--- config.mk ---
export PLATFORM = sky130hd
export DESIGN_NAME = expr_eval
export DESIGN_NICKNAME = d
export VERILOG_FILES = /design/src/rtl/expr_eval.sv
export SDC_FILE = /design/constraint.sdc
export NUM_CORES = 1
export LEC_CHECK = 0
export CORE_MARGIN = 2
export CORE_UTILIZATION = 37
export CTS_CLUSTER_DIAMETER = 100
export CTS_CLUSTER_SIZE = 16
export DETAILED_ROUTE_END_ITERATION = 12
export PLACE_DENSITY = 0.58
export REMOVE_ABC_BUFFERS = 1
export SKIP_LAST_GASP = 1
export SLEW_MARGIN = 20
export SYNTH_ARGS = -nofsm -noshare
export SYNTH_HDL_FRONTEND = slang
export SYNTH_SLANG_ARGS = --single-unit
export TNS_END_PERCENT = 1
--- constraint.sdc ---
create_clock -name clk -period 11.2 [get_ports clk]
set_clock_uncertainty 0.2 [all_clocks]
set_input_delay 1.12 -clock clk [delete_from_list [all_inputs] [get_ports clk]]
set_output_delay 1.12 -clock clk [all_outputs]
set_load 0.005 [all_outputs]
--- src/rtl/expr_eval.sv ---
// Arithmetic evaluator for the single-digit "d{[+*]d}" character stream, '*' binding tighter than '+'.
// Optional sticky overflow flag on port ovf when EXPR_EVAL_OVF_EN is defined.
module expr_eval #(
   parameter int W = 32
) (
   input  logic         clk,
   input  logic         clr,
   input  logic         in_vld,
   input  logic [7:0]   in,
   output logic         val_ok,
   output logic [W-1:0] val
`ifdef EXPR_EVAL_OVF_EN
   ,
   output logic         ovf
`endif
);

   typedef enum logic [1:0] {
      IDLE = 2'd0,
      NUM  = 2'd1,
      OP   = 2'd2,
      ERR  = 2'd3
   } state_t;

   state_t       state, state_nxt;
   logic [W-1:0] sum, sum_nxt;
   logic [W-1:0] prod, prod_nxt;
   logic         mul, mul_nxt;

   logic         is_dig, is_add, is_mul;
   logic [3:0]   d;
   logic [W-1:0] add_res, mul_res;

   assign is_dig = (in >= 8'h30) && (in <= 8'h39);
   assign is_add = (in == 8'h2b);
   assign is_mul = (in == 8'h2a);
   // For "0".."9" the low nibble is already the digit value.
   assign d      = in[3:0];

`ifdef EXPR_EVAL_OVF_EN
   logic         ovf_q, ovf_nxt;
   logic [W:0]   add_full;
   logic [W+3:0] mul_full;

   assign add_full = {1'b0, sum} + {1'b0, prod};
   assign mul_full = {4'b0000, prod} * {{W{1'b0}}, d};
   assign add_res  = add_full[W-1:0];
   assign mul_res  = mul_full[W-1:0];
   // Sticky history plus the live carry of the displayed sum.
   assign ovf      = ovf_q | ((state == NUM) & add_full[W]);
`else
   assign add_res  = sum + prod;
   assign mul_res  = prod * W'(d);
`endif

   assign val_ok = (state == NUM);
   assign val    = val_ok ? add_res : '0;

   always_comb begin
      state_nxt = state;
      sum_nxt   = sum;
      prod_nxt  = prod;
      mul_nxt   = mul;
`ifdef EXPR_EVAL_OVF_EN
      ovf_nxt   = ovf_q;
`endif
      if (in_vld) begin
         case (state)
            IDLE: begin
               if (is_dig) begin
                  state_nxt = NUM;
                  sum_nxt   = '0;
                  prod_nxt  = W'(d);
                  mul_nxt   = 1'b0;
               end else begin
                  state_nxt = ERR;
               end
            end
            NUM: begin
               if (is_add) begin
                  state_nxt = OP;
                  sum_nxt   = add_res;
                  prod_nxt  = '0;
                  mul_nxt   = 1'b0;
`ifdef EXPR_EVAL_OVF_EN
                  ovf_nxt   = ovf_q | add_full[W];
`endif
               end else if (is_mul) begin
                  state_nxt = OP;
                  mul_nxt   = 1'b1;
               end else begin
                  state_nxt = ERR;
               end
            end
            OP: begin
               if (is_dig) begin
                  state_nxt = NUM;
                  mul_nxt   = 1'b0;
                  if (mul) begin
                     prod_nxt = mul_res;
`ifdef EXPR_EVAL_OVF_EN
                     ovf_nxt  = ovf_q | (|mul_full[W+3:W]);
`endif
                  end else begin
                     prod_nxt = W'(d);
                  end
               end else begin
                  state_nxt = ERR;
               end
            end
            default: state_nxt = ERR;
         endcase
      end
   end

   always_ff @(posedge clk or posedge clr) begin
      if (clr) begin
         state <= IDLE;
         sum   <= '0;
         prod  <= '0;
         mul   <= 1'b0;
`ifdef EXPR_EVAL_OVF_EN
         ovf_q <= 1'b0;
`endif
      end else begin
         state <= state_nxt;
         sum   <= sum_nxt;
         prod  <= prod_nxt;
         mul   <= mul_nxt;
`ifdef EXPR_EVAL_OVF_EN
         ovf_q <= ovf_nxt;
`endif
      end
   end

endmodule

==> results.txt <==
Max stage delay on crit path - 610 ps
worst path required time - 11,200 ps
Tmin final - 5490 ps
Final Cell Area - 9100 sq um
Diodes inserted - 0
Synth warnings - 0
dpl cell area - 8770 sq um
Tot GR Track Use - 19.2%
relative slew slack - 28.7%
f_max - 182 MHz
clk sink count - 67
Worst-Margin Slew - 1060 ps
Hold Path Cell Cnt - 2
post-synth cell types - 66
Non-Filler Instances - 1,262
post-DR vias/cell - 5.16
CP Cell Sequence - clkdlybuf4s50_1 -> buf_4 -> nand2_1 -> fa_1 -> fa_1 -> inv_1 -> ha_1 -> a211oi_1 -> o211ai_1 -> nand3_1 -> a211oi_2 -> a31oi_1 -> o21ai_0 -> a211oi_1 -> xnor2_1 -> o21ai_0
Int Pwr - 0.000597 W
pin count of the biggest net entering global routing - 68
top-area cell type share of the netlist area - 20.8%
layout net count - 1,118
Synth area leaders - dfrtp_1 (21%), fa_1 (14%), ha_1 (10%)
Comb power frac - 35.8%
WP data arrival - 5490 ps
RSZ-0062 raised after global routing - no
routability cong. - 0.822
Final Hold Viols - 0
first-pass GRT wire length - 34,300 um
initial core utilization - 38.0%
die width - 151 um
Worst setup EP type - flop
drt drc - 0
CTS tree - yes
sequential-to-total area share from yosys stat - 20.8%
ANT nets after route - 0
Min-Delay Path Class - flop to flop
Crit path max-delay family - compound AO/OA/AOI/OAI gates
area of the core - 21,200 sq um
Post-CTS Hold Fix Bufs - 0
Die Y - 151 um
initial antenna violation count - 0
post-synth top area cell - dfrtp_1
IO buf count - 43
Post-CTS Setup Bufs - 0
Async SR Flop Fraction - 100%
peak supply drop - 0.0000695 V
vias in the first global route - 6,495
Main synth FF type - dfrtp_1
Mapped Area - 8040 sq um
run status - completed
WS Path Type - input pin to flop
Fill cells - 2,118
Vias - 6,516
critical path peak fanout - 32
synthesis-stage register bit count - 67
leakage - 4.55 nW
crit path buf inv count - 3
syn_area_per_cell - 8.47 sq um
Tcrit/Tclk final - 49.0%
clock power share - 34.2%
R2R depth - 15
Root Buffer - clkbuf_16
max-cap violations - 0
Stages on worst setup path - 16
number of cell rows - 53
switch share - 37.3%
CP max-delay cell - fa_1
I/O Pins - 44
Slew Limit Fails - 0
sequential group share of total power - 30.0%
# setup viols final - 0
GRT overflow - 0
layout cells sized above 1 - 6.18%
critical path startpoint category - input pin
clk buf depth - 2
power density of the placed cells - 105 nW/um^2
worst skew pair latency - 360 ps
1st-pass router iterations - 5
DR iter-0 viols - 362
Layout area overhead - 13.1%
EDFF count, synth - 0
dpl cells - 1,246
Psw - 0.000355 W
Clk pin slew, worst setup/hold paths - 60 ps
Num CTS Buffers - 9
Util after Layout - 43.0%
die area - 22,900 sq um
hpwl dp - 15,200 um
total negative slack - 0 ps
post-cts repair resize count - 0
drt total wl - 20,500 um
Synth Instances - 949
CTS H-tree depth - 3
routed length per instance - 16.2 um
## kinds of logic after synthesis
family	count (synthesis)	synth area share (%)
AND/OR/NAND/NOR	304	18.9
AO/OA/AOI/OAI	214	18.3
buffers and inverters	156	7.28
adder cells (fa/ha/maj)	125	24.9
flip-flops	67	20.8
XOR/XNOR	60	6.63
multiplexers	23	3.17
## metrics by stage
stage	power, W	worst slack (ps)	hold slack [ps]
after floorplan	0.000508	6490	262
after global routing	0.00102	5400	329
after detailed placement	0.000637	4760	291
after CTS	0.000968	5130	304
final	0.000951	5710	300
after global placement	0.000630	4880	287
## cell type report
class | count | area [sq um] | area share [%]
Clock buffer | 12 | 256 | 2.82
Clock inverter | 4 | 72.6 | 0.798
Inverter | 128 | 480 | 5.28
Multi-Input combinational cell | 726 | 5790 | 63.6
Sequential cell | 67 | 1680 | 18.4
Tap cell | 275 | 344 | 3.78
Timing Repair Buffer | 50 | 478 | 5.25
## power by group through the flow
stage | clock (W) | combinational (W) | sequential [W]
after floorplan | 0 | 0.000227 | 0.000281
after global placement | 0 | 0.000341 | 0.000290
after detailed placement | 0 | 0.000348 | 0.000290
after CTS | 0.000335 | 0.000347 | 0.000286
after global routing | 0.000346 | 0.000385 | 0.000290
final | 0.000326 | 0.000341 | 0.000285
## sequential cells by signal, summed over array words and instances (netlist names)
| name | count |
|---|---|
| mul | 1 |
| sum | 32 |
| state | 2 |
| prod | 32 |
## cells in the final DEF, fill, tap and decap left out, types with 7 or more instances in the layout
cell type,count
mux2_2,20
a211oi_1,8
o21ai_0,50
clkdlybuf4s50_1,42
a21oi_1,41
a31oi_1,13
a21o_1,28
xor2_1,25
fa_1,58
or3_1,7
clkbuf_16,9
nor2_1,50
nand2_1,99
buf_4,7
ha_1,67
nor2b_1,7
dfrtp_1,67
a22o_1,10
o21bai_1,7
nand3_1,13
o21a_1,8
inv_1,126
xnor2_1,34
and2_1,100
## metal layers
layer | up-vias | wire [um] | global-route usage [%]
met3 | 23 | 1010 | 3.43
met4 | 0 | 354 | 5.19
met5 | - | 0 | 0
met1 | 3148 | 9800 | 26.2
li1 | 3240 | - | -
met2 | 105 | 9320 | 31.2
## Yosys cell counts, drive strengths merged, types with 7 or more instances
library cell    n
o21bai          8
a22o           10
nand3          13
nor2           50
and2          100
xor2           25
nor2b           7
a211oi         10
xnor2          35
o21ai          54
mux2           20
or3             7
inv           127
a31oi          14
fa             58
a21oi          43
dfrtp          67
clkbuf         27
a21o           28
o211ai          7
nand2         100
o21a            8
ha             67
## final timing paths
kind                                 end     from  slack (ps)
worst max register to register  prod[31]  prod[1]        6710
min in group asynchronous        sum[23]      clr        1180
worst min-delay path             sum[30]  sum[30]         300
worst min register to register   sum[30]  sum[30]         300
max in group asynchronous        prod[4]      clr        9020
worst max-delay path            prod[31]    in[3]        5710
## worst reg2reg max path, delay by kind of cell, from the launching register on
| kind | cells | cell delay (ps) |
|---|---|---|
| buffers and inverters | 2 | 100 |
| AND/OR/NAND/NOR | 2 | 340 |
| XOR/XNOR | 1 | 180 |
| flip-flops | 1 | 460 |
| AO/OA/AOI/OAI | 7 | 1650 |
| adder cells (fa/ha/maj) | 3 | 1400 |
(Power assumes the default switching activity.)
